==> src/rtl/peripheral_operand_pkg.sv <==
// rtl/peripheral_operand_pkg.sv - shared types and sizing helpers for the operand loader
package peripheral_operand_pkg;

  typedef enum logic [1:0] {ST_IDLE, ST_LOAD, ST_READY} loader_state_t;

  // Number of bytes that make up one operand/result word.
  function automatic int bytes_per_op(input int op_w, input int byte_w);
    return op_w / byte_w;
  endfunction

  // Index width that never collapses to zero bits when only one slot exists.
  function automatic int idx_width(input int n);
    return (n > 1) ? $clog2(n) : 1;
  endfunction

endpackage

==> src/rtl/peripheral_edge_detect.sv <==
// rtl/peripheral_edge_detect.sv - optional 2-flop synchroniser plus rising-edge strobe (PERIPHERAL_OPERAND_LOADER_SYNC_EN)
module peripheral_edge_detect (
  input  logic clk,
  input  logic reset,
  input  logic sig_i,
  output logic rise_o
);

  logic level;
  logic sample_q;
  logic prev_q;

`ifdef PERIPHERAL_OPERAND_LOADER_SYNC_EN
  logic [1:0] sync_q;

  // Two-flop synchroniser for an asynchronous button level.
  always_ff @(posedge clk or posedge reset) begin
    if (reset) sync_q <= 2'b00;
    else       sync_q <= {sync_q[0], sig_i};
  end

  assign level = sync_q[1];
`else
  assign level = sig_i;
`endif

  // Sample the level and remember the previous sample for edge detection.
  always_ff @(posedge clk or posedge reset) begin
    if (reset) begin
      sample_q <= 1'b0;
      prev_q   <= 1'b0;
    end else begin
      sample_q <= level;
      prev_q   <= sample_q;
    end
  end

  // High for the one cycle after a 0->1 transition was sampled; it acts on the next edge.
  assign rise_o = sample_q & ~prev_q;

endmodule

==> src/rtl/peripheral_operand_loader.sv <==
// rtl/peripheral_operand_loader.sv - byte-serial operand entry and result readback (PERIPHERAL_OPERAND_LOADER_SYNC_EN)
module peripheral_operand_loader
  import peripheral_operand_pkg::*;
#(
  parameter  int BYTE_W  = 8,
  parameter  int OP_W    = 32,
  parameter  int NUM_OPS = 2,
  localparam int BYTES   = bytes_per_op(OP_W, BYTE_W),
  localparam int OPI_W   = idx_width(NUM_OPS),
  localparam int BI_W    = idx_width(BYTES)
) (
  input  logic                      clk,
  input  logic                      reset,
  input  logic [BYTE_W-1:0]         inputdata,
  input  logic                      enterpulse,
  input  logic                      loaddata,
  input  logic                      clear,
  input  logic [OP_W-1:0]           dataR,
  output logic [NUM_OPS*OP_W-1:0]   operands,
  output logic                      operands_valid,
  output logic                      load_done,
  output logic [BYTE_W-1:0]         dataoutput,
  output logic [OPI_W-1:0]          op_idx,
  output logic [BI_W-1:0]           byte_idx
);

  loader_state_t             state_q, state_d;
  logic [OPI_W-1:0]          op_idx_q, op_idx_d;
  logic [BI_W-1:0]           byte_idx_q, byte_idx_d;
  logic [BI_W-1:0]           rd_ptr_q, rd_ptr_d;
  logic [NUM_OPS*OP_W-1:0]   operands_q, operands_d;
  logic [BYTE_W-1:0]         dout_q, dout_d;
  logic                      load_done_q, load_done_d;

  logic enter_ev;
  logic mode_load;
  logic act_load;
  logic act_rd;
  logic last_byte;
  logic last_op;
  logic completing;

  peripheral_edge_detect u_enter_edge (
    .clk    (clk),
    .reset  (reset),
    .sig_i  (enterpulse),
    .rise_o (enter_ev)
  );

`ifdef PERIPHERAL_OPERAND_LOADER_SYNC_EN
  logic [1:0] mode_sync_q;

  // Mode select goes through the same synchroniser depth as the enter button.
  always_ff @(posedge clk or posedge reset) begin
    if (reset) mode_sync_q <= 2'b00;
    else       mode_sync_q <= {mode_sync_q[0], loaddata};
  end

  assign mode_load = mode_sync_q[1];
`else
  assign mode_load = loaddata;
`endif

  // Clear outranks a coincident enter event, which is simply dropped.
  assign act_load   = enter_ev & mode_load  & ~clear;
  assign act_rd     = enter_ev & ~mode_load & ~clear;
  assign last_byte  = (byte_idx_q == BI_W'(BYTES - 1));
  assign last_op    = (op_idx_q == OPI_W'(NUM_OPS - 1));
  assign completing = act_load & last_byte & last_op;

  // State register.
  always_ff @(posedge clk or posedge reset) begin
    if (reset) state_q <= ST_IDLE;
    else       state_q <= state_d;
  end

  // Next-state: any load either completes the set or leaves a partial one.
  always_comb begin
    state_d = state_q;
    if (clear)         state_d = ST_IDLE;
    else if (act_load) state_d = completing ? ST_READY : ST_LOAD;
  end

  // Output decode from state and datapath registers.
  always_comb begin
    operands_valid = (state_q == ST_READY);
    load_done      = load_done_q;
    operands       = operands_q;
    dataoutput     = dout_q;
    op_idx         = op_idx_q;
    byte_idx       = byte_idx_q;
  end

  // Datapath next values: load pointers, read pointer, operand bytes and display byte.
  always_comb begin
    int wr_base;
    int rd_base;
    op_idx_d    = op_idx_q;
    byte_idx_d  = byte_idx_q;
    rd_ptr_d    = rd_ptr_q;
    operands_d  = operands_q;
    dout_d      = dout_q;
    load_done_d = completing;
    wr_base     = int'(op_idx_q) * OP_W + int'(byte_idx_q) * BYTE_W;
    rd_base     = int'(rd_ptr_q) * BYTE_W;

    if (clear) begin
      op_idx_d   = '0;
      byte_idx_d = '0;
      rd_ptr_d   = '0;
    end else if (act_load) begin
      operands_d[wr_base +: BYTE_W] = inputdata;
      dout_d = inputdata;
      if (last_byte) begin
        byte_idx_d = '0;
        op_idx_d   = last_op ? '0 : op_idx_q + OPI_W'(1);
      end else begin
        byte_idx_d = byte_idx_q + BI_W'(1);
      end
    end else if (act_rd) begin
      dout_d   = dataR[rd_base +: BYTE_W];
      rd_ptr_d = (rd_ptr_q == BI_W'(BYTES - 1)) ? '0 : rd_ptr_q + BI_W'(1);
    end
  end

  // Datapath registers.
  always_ff @(posedge clk or posedge reset) begin
    if (reset) begin
      op_idx_q    <= '0;
      byte_idx_q  <= '0;
      rd_ptr_q    <= '0;
      operands_q  <= '0;
      dout_q      <= '0;
      load_done_q <= 1'b0;
    end else begin
      op_idx_q    <= op_idx_d;
      byte_idx_q  <= byte_idx_d;
      rd_ptr_q    <= rd_ptr_d;
      operands_q  <= operands_d;
      dout_q      <= dout_d;
      load_done_q <= load_done_d;
    end
  end

endmodule

==> config.mk <==
export PLATFORM = sky130hd
export DESIGN_NAME = peripheral_operand_loader
export DESIGN_NICKNAME = d
export VERILOG_FILES = /design/src/rtl/peripheral_operand_pkg.sv /design/src/rtl/peripheral_edge_detect.sv /design/src/rtl/peripheral_operand_loader.sv
export SDC_FILE = /design/constraint.sdc
export NUM_CORES = 1
export LEC_CHECK = 0
export ABC_CLOCK_PERIOD_IN_PS = 3700
export CORE_MARGIN = 2
export CORE_UTILIZATION = 46
export DETAILED_ROUTE_END_ITERATION = 10
export PLACE_DENSITY = 0.77
export SETUP_SLACK_MARGIN = 0.05
export SLEW_MARGIN = 30
export SYNTH_ARGS = -nofsm -noshare
export SYNTH_HDL_FRONTEND = slang
export SYNTH_SLANG_ARGS = --single-unit
==> constraint.sdc <==
create_clock -name clk -period 3.7 [get_ports clk]
set_input_delay 0.74 -clock clk [delete_from_list [all_inputs] [get_ports clk]]
set_output_delay 0.74 -clock clk [all_outputs]
set_load 0.02 [all_outputs]
Yosys cells after proc, flatten, opt, wreduce, memory -nomap -nowiden. Index checks and enable logic that the tools add are counted.

Eq/ne operators: 4. $add $sub $neg: 5. Bitwise logic cells: 10. Reductions and logical operators: 8. Multiplexer cells: 17. Shift-type cells: 3.

Operator list (count): 64-bit bitwise mux (1); 8-bit by 33-bit variable shift with 64-bit output, first input constant (1); 8-bit by 33-bit indexed part select with 64-bit output (1); 7-bit negator with 33-bit output (1); 32-bit by 6-bit indexed part select with 8-bit output (1); 2-bit two-way mux (10); 8-bit two-way mux (2); 2-bit AND reduction (4); 2-bit nonzero test (4); 6-bit by 5-bit adder with 7-bit output (1); 1-bit AND (7); 2-bit == test, second input constant (3); 2-bit by 1-bit adder with 2-bit output, second input constant (2); 1-bit two-way mux (4); 1-bit inverter (3); 2-bit != test, second input constant (1); 1-bit adder, second input constant (1).

Bits in registers: 82. Bits of input ports: 45. Output and inout bits: 77.

Longest topological paths before layout. Gate-level depths: netlist of run 1.

Depth in word-level cells: 9. Depth in mapped cells: 12. Mapped depth without buffers: 11.

Cells and area by module. From an unflattened synthesis of run 1, not the netlist that was laid out.

Cells, all modules: 308. Area total of the unflattened synthesis: 3821.2 µm².

Modules (own cells, without submodules): peripheral_operand_loader (area an instance 3753.6 µm², cells each 304, sequential area each 2001.9 µm², times used 1); peripheral_edge_detect (area an instance 67.6 µm², cells each 4, sequential area each 50.0 µm², times used 1).

Worst setup path after synthesis of run 1. Ideal clock, no wire load.

Path kind: reg-to-reg. Start point: register byte_idx_q[0] (netlist: byte_idx[0]). End point: register operands_q[32] (netlist: operands[32]). Clock period less this slack: 2.947 ns. Stages on the path, launching flop included: 12. Slack: 0.753 ns. Required time: 3.620 ns. Data arrival time: 2.868 ns. Setup time: 0.080 ns. Path through: dfrtp_1 clkbuf_2 inv_1 ha_1 nor2b_1 o21a_2 inv_1 ha_1 and4_2 inv_2 a2111oi_4 mux2i_1.

Longest elaborated chain between the ends: 4. Elaborated cells between the ends (all ways): 5.

Ends and longest elaborated chain: start, declared (line peripheral_operand_loader.sv:29) `logic [BI_W-1:0] byte_idx_q, byte_idx_d;`; start signal, assigned (line peripheral_operand_loader.sv:137) `byte_idx_q <= byte_idx_d;`; 6-bit by 5-bit adder with 7-bit output (*) (line peripheral_operand_loader.sv:104) `wr_base = int'(op_idx_q) * OP_W + int'(byte_idx_q) * BYTE_W;`; 7-bit negator with 33-bit output (*) (line peripheral_operand_loader.sv:112) `operands_d[wr_base +: BYTE_W] = inputdata;`; 8-bit by 33-bit indexed part select with 64-bit output or 8-bit by 33-bit variable shift with 64-bit output (tied branches) (line peripheral_operand_loader.sv:112); 64-bit bitwise mux (*) (line peripheral_operand_loader.sv:112); end signal, assigned (line peripheral_operand_loader.sv:139) `operands_q <= operands_d;`; end, declared (line peripheral_operand_loader.sv:31) `logic [NUM_OPS*OP_W-1:0] operands_q, operands_d;`.

Every way passes the cells marked *; elsewhere a longest branch is shown, timed or not. A chain may end at the register's enable or synchronous reset.

Worst setup path after layout of run 1.
Start point: register byte_idx_q[0] (netlist: byte_idx[0]). End point: register operands_q[3] (netlist: operands[3]).

Same word-level chain as after synthesis.

==> results of run 1 <==
power breakdown:
part | leakage (uW) | internal (uW) | switching (uW)
Sequential | 0.00106 | 948 | 33.4
Clock | 0.000104 | 339 | 332
Combinational | 0.00109 | 190 | 175
Total | 0.00226 | 1480 | 540
flip-flops by register name (all words and copies together) (netlist names):
signal                 cells
u_enter_edge.prev_q        1
dataoutput                 8
state_q                    2
byte_idx                   2
rd_ptr_q                   2
u_enter_edge.sample_q      1
operands                  64
load_done                  1
op_idx                     1
per-stage QoR:
step,power (uW),instance area (um2),hold slack [ps],std cells
after floorplan,1190,3740,391,314
after global placement,1360,5020,418,528
after detailed placement,1370,5020,423,528
after CTS,2040,5240,447,544
after global routing,2110,5240,465,544
final,2020,5240,454,544
cell families after synthesis:
logic type / count (synthesis) / share of synthesized area [%]
simple gates: 84 / 11.1
flops: 82 / 54.8
compound gates: 66 / 13.0
buf+inv: 35 / 5.11
mux: 34 / 12.0
fa+ha+maj: 10 / 3.34
xor+xnor: 3 / 0.702
worst max path at each step:
stage,startpoint,end,cells after the start
2_1_floorplan,byte_idx[0]$_DFFE_PP0P_,operands[32]$_DFFE_PP0P_,11
3_3_place_gp,byte_idx[0]$_DFFE_PP0P_,operands[0]$_DFFE_PP0P_,9
3_5_place_dp,byte_idx[0]$_DFFE_PP0P_,operands[3]$_DFFE_PP0P_,9
4_1_cts,byte_idx[0]$_DFFE_PP0P_,operands[2]$_DFFE_PP0P_,9
5_1_grt,byte_idx[0]$_DFFE_PP0P_,operands[3]$_DFFE_PP0P_,9
6_report,byte_idx[0]$_DFFE_PP0P_,operands[3]$_DFFE_PP0P_,9
per-layer routing:
metal / wire [um] / up-vias
li1: - / 1368
met1: 3920 / 1404
met2: 4420 / 131
met3: 678 / 15
met4: 193 / 0
met5: 0 / -
cell type report:
type	count	area (um2)	area share [%]
Sequential cell	82	2050	39.2
Multi-Input combinational cell	197	1500	28.7
Timing Repair Buffer	130	1280	24.4
Clock buffer	10	138	2.63
Tap cell	102	128	2.44
Clock inverter	6	72.6	1.39
Inverter	17	65.1	1.24
layout by cell type, fill, tap and decap left out, types with 8 or more instances in the layout:
master / instances
clkbuf_8: 10
mux2i_1: 18
clkdlybuf4s50_1: 121
inv_1: 15
a22o_1: 32
mux2_2: 8
buf_4: 9
a21oi_1: 11
nand2_1: 39
ha_1: 10
mux4_2: 8
o21ai_0: 18
dfrtp_1: 82
nor2_1: 15
==> results.json, run 1 <==
{
  "rrSetupSlack_ps": 510,
  "synth_top_area_share_pct": 54.8,
  "fillers": 592,
  "drive_gt1_share_pct": 11.8,
  "rr_startpoint": "byte_idx[0]$_DFFE_PP0P_",
  "crit_type": "flop to flop",
  "clk_latency_ps": 340,
  "n_antenna_cell": 0,
  "async_flop_share_pct": 100,
  "post_cts_buffers": 0,
  "dp_hpwl_um": 6790,
  "syn-cell-area_um2": 3740,
  "yosysWarnings": 0,
  "worst-path-buf-inv": 2,
  "utilization_pct": 67.1,
  "hold_depth": 0,
  "path_delay_family": "simple AND/OR/NAND/NOR gates",
  "cp_cell_sequence": "inv_1, ha_1, nor2b_1, o21a_2, inv_1, ha_1, nor4b_1, nand3_1, mux2_2",
  "coreArea_um2": 7810,
  "max_stage_delay_ps": 600,
  "yosysMostFrequentCell": "dfrtp_1",
  "synth_edf_count": 0,
  "grt_pass1_wl_um": 14800,
  "rsz0062_at_grt": "no",
  "holdCritPathClass": "flop to flop",
  "rows": 32,
  "die_area_um2": 8880,
  "slowest_stage": "dfrtp_1",
  "critPathMaxFanout": 12,
  "fin_crit_sh_pct": 86.3,
  "cts_tree": "yes",
  "die_h_um": 94.2,
  "cap_violations": 0,
  "preCtsSetupSlack_ps": 559,
  "synthToLayoutAreaGrowth_pct": 39.8,
  "synth_area_leaders": "dfrtp_1 (55%), a22o_1 (7.5%), mux2i_1 (4.8%), mux4_2 (4.8%), nand2_1 (3.9%)",
  "fmaxAchievable_ghz": 0.313,
  "io_pins": 122,
  "setup_viol": 0,
  "synth-main-ff-cell": "dfrtp_1",
  "critPathCaptureType": "flop",
  "drt_iter0_markers": 118,
  "reg2reg_depth": 9,
  "period_minus_slack_ps": 3190,
  "path_clk_slew_ps": 80,
  "drv_slew": 0,
  "grt_pass1_vias": 2811,
  "synth-seq-cells": 82,
  "clockRootBuffer": "clkbuf_8",
  "cts-resized-gates": 0,
  "cellLeakagePower_uw": 0.00226,
  "drc_errors": 0,
  "clockBufferDepth": 2,
  "min_to": "u_enter_edge.prev_q$_DFF_PP0_",
  "gr-total-overflow": 0,
  "detail-route-antenna-nets": 0,
  "synth.distinct_cells": 42,
  "worstPathArrival_ps": 3430,
  "outcome": "finished clean",
  "crit_required_ps": 3930,
  "syn_inst": 314,
  "vdd_drop_max_mv": 0.322,
  "gp_congestion": 0.876,
  "first_pass_iters": 4,
  "route.vias.total": 2918,
  "grt.total_usage_pct": 22.1,
  "cts_num_sinks": 82,
  "grtUsageMet3_pct": 5.14,
  "tightest_slew_ps": 869,
  "busiest_layer": "met2",
  "synth_top_area_cell": "dfrtp_1",
  "syn_nets": 369,
  "drt_wl_total_um": 9210,
  "finalWorstSetupSlack_ps": 506,
  "antenna_found_initial": 0,
  "io_buffer_count": 121,
  "start_kind": "flop",
  "hold_viol_final": 0,
  "cts_hold_buf": 0,
  "nets": 492,
  "cts.htree.levels": 3,
  "hp-start": "u_enter_edge.sample_q$_DFF_PP0_",
  "slew_headroom_pct": 41.6,
  "grtUsageMet2_pct": 35.4,
  "tns_ps": 0,
  "dieWidth_um": 94.2,
  "r2r-end": "operands[3]$_DFFE_PP0P_",
  "vias_per_cell": 5.36,
  "yosysSeqAreaShare_pct": 54.8,
  "wl_per_cell_um": 16.9,
  "grt_start_max_net_pins": 35,
  "synth_area_per_cell_um2": 11.9,
  "synth_top_cells_by_count": "dfrtp_1 (82), nand2_1 (39), a22o_1 (32)",
  "finalClockSkew_ps": 6.03,
  "grt_use_met1_pct": 29.3,
  "cts_buffers": 9,
  "start_util_pct": 48.0,
  "power_density_nw_per_um2": 385
}
(Power assumes the default switching activity.)
==> run 2, diff against run 1 <==
Settings changed: CAP_MARGIN set to 10, CORE_ASPECT_RATIO set to 0.7.
==> run 2 against run 1 <==
  * Core utilization is 0.51 points higher
  * Maximum frequency is 4.0% lower
  * Non-clock buffer count is 1 lower
  * Highest routed layer unchanged
  * Combinational power is 4% higher
==> results.json, run 2 (synthesis gave the netlist of run 1 again) <==
{
  "gr-total-overflow": 0,
  "setup_viol": 0,
  "cts_num_sinks": 82,
  "cts_buffers": 9,
  "worst-path-buf-inv": 3,
  "rows": 27,
  "die_h_um": 79.5,
  "fillers": 605,
  "die_area_um2": 8890,
  "grt.total_usage_pct": 24.2,
  "detail-route-antenna-nets": 0,
  "cellLeakagePower_uw": 0.00229,
  "wl_met3_um": 884,
  "cap_violations": 0,
  "io_buffer_count": 121,
  "max_stage_delay_ps": 630,
  "grt_pass1_wl_um": 16400,
  "start_kind": "flop",
  "synthToLayoutAreaGrowth_pct": 42.0,
  "critPathMaxFanout": 12,
  "holdCritPathClass": "flop to flop",
  "fmaxAchievable_ghz": 0.301,
  "cts.htree.levels": 3,
  "nets": 491,
  "hold_depth": 0,
  "vdd_drop_max_mv": 0.224,
  "wl_met1_um": 4540,
  "route.met2.wl_um": 4580,
  "finalClockSkew_ps": 5.86,
  "crit_required_ps": 3960,
  "drc_errors": 0,
  "tns_ps": 0,
  "worstPathArrival_ps": 3580,
  "cp-startpoint": "byte_idx[0]$_DFFE_PP0P_",
  "period_minus_slack_ps": 3330,
  "antenna_found_initial": 0,
  "slowest_stage": "a2111oi_4",
  "critPathCaptureType": "flop",
  "cts-resized-gates": 0,
  "path_clk_slew_ps": 60,
  "grt_start_max_net_pins": 32,
  "path_depth": 10,
  "final_cell_mix": "clkdlybuf4s50_1 (121), dfrtp_1 (82), nand2_1 (39)",
  "clk_latency_ps": 340,
  "rsz0062_at_grt": "no",
  "dieWidth_um": 112,
  "wl_per_cell_um": 18.7,
  "finalPower_uw": 2270,
  "clockBufferDepth": 2,
  "layout_commonest_cell": "clkdlybuf4s50_1",
  "fin_hold_ws_ps": 451,
  "largest_register_ffs": 64,
  "vias_per_cell": 5.53,
  "grt_pass1_vias": 3004,
  "crit_path_end": "operands[33]$_DFFE_PP0P_",
  "reg2reg_depth": 10,
  "clockRootBuffer": "clkbuf_16",
  "outcome": "finished clean",
  "fin_crit_sh_pct": 89.9,
  "io_pins": 122,
  "drive_gt1_share_pct": 11.6,
  "cts_tree": "yes",
  "coreArea_um2": 7870,
  "start_util_pct": 47.6,
  "power_density_nw_per_um2": 427,
  "drv_slew": 0,
  "gp_congestion": 0.877,
  "crit_type": "flop to flop",
  "cp_cell_sequence": "inv_1, ha_1, nor2b_1, o21a_2, inv_1, ha_1, and4_2, inv_2, a2111oi_4, mux2i_1",
  "r2r-end": "operands[33]$_DFFE_PP0P_",
  "path_delay_family": "compound AO/OA/AOI/OAI gates",
  "post_cts_buffers": 0,
  "rr_startpoint": "byte_idx[0]$_DFFE_PP0P_",
  "hold_viol_final": 0,
  "top_layer_used": "met4",
  "tightest_slew_ps": 804,
  "n_antenna_cell": 0,
  "first_pass_iters": 4,
  "drt_iter0_markers": 200,
  "rrSetupSlack_ps": 370,
  "route.vias.total": 2997,
  "cts_hold_buf": 0,
  "slew_headroom_pct": 46.0,
  "drt_wl_total_um": 10200,
  "dp_hpwl_um": 7350
}
[run 2: routing by layer]
metal  up-vias  global-route usage, %
met4         0                   6.67
met3        12                   8.05
met1      1485                   33.7
li1       1364                      -
met5         -                      0
met2       136                   36.5
[run 2: worst min path at each step]
stage                                    start                       endpoint  slack (ps)
2_1_floorplan  u_enter_edge.sample_q$_DFF_PP0_  u_enter_edge.prev_q$_DFF_PP0_         390
3_3_place_gp   u_enter_edge.sample_q$_DFF_PP0_  u_enter_edge.prev_q$_DFF_PP0_         430
3_5_place_dp   u_enter_edge.sample_q$_DFF_PP0_  u_enter_edge.prev_q$_DFF_PP0_         430
4_1_cts        u_enter_edge.sample_q$_DFF_PP0_  u_enter_edge.prev_q$_DFF_PP0_         450
5_1_grt        u_enter_edge.sample_q$_DFF_PP0_  u_enter_edge.prev_q$_DFF_PP0_         470
6_report       u_enter_edge.sample_q$_DFF_PP0_  u_enter_edge.prev_q$_DFF_PP0_         450
[run 2: through the flow]
| stage | utilization, % | worst slack, ps | cell area [um2] | cells |
|---|---|---|---|---|
| floorplan | - | 753 | 3740 | 314 |
| global placement | 63.7 | 708 | 5020 | 526 |
| detailed placement | 63.7 | 462 | 5020 | 526 |
| CTS | 67.6 | 401 | 5320 | 542 |
| global route | 67.6 | 151 | 5320 | 542 |
| finish | 67.6 | 375 | 5320 | 542 |
[run 2: power breakdown]
part	leakage (uW)	switching, uW	internal [uW]
clock	0.000142	375	527
sequential	0.00106	40.1	950
combinational	0.00109	188	189
total	0.00229	603	1670
[run 2: layout make-up]
type	count	area [um2]	share of cell area, %
multi-input cells	197	1500	28.2
repair buffers	129	1270	23.9
clock buffers	9	225	4.24
inverters	17	65.1	1.22
well taps	101	126	2.38
clock inverters	7	76.3	1.44
flip-flops and latches	82	2050	38.6
==> run 3, diff against run 2 <==
Settings changed: SETUP_SLACK_MARGIN 0.05 to not set.
==> results of run 3 <==
Final layout, timing and power as in run 2 (identical DEF).
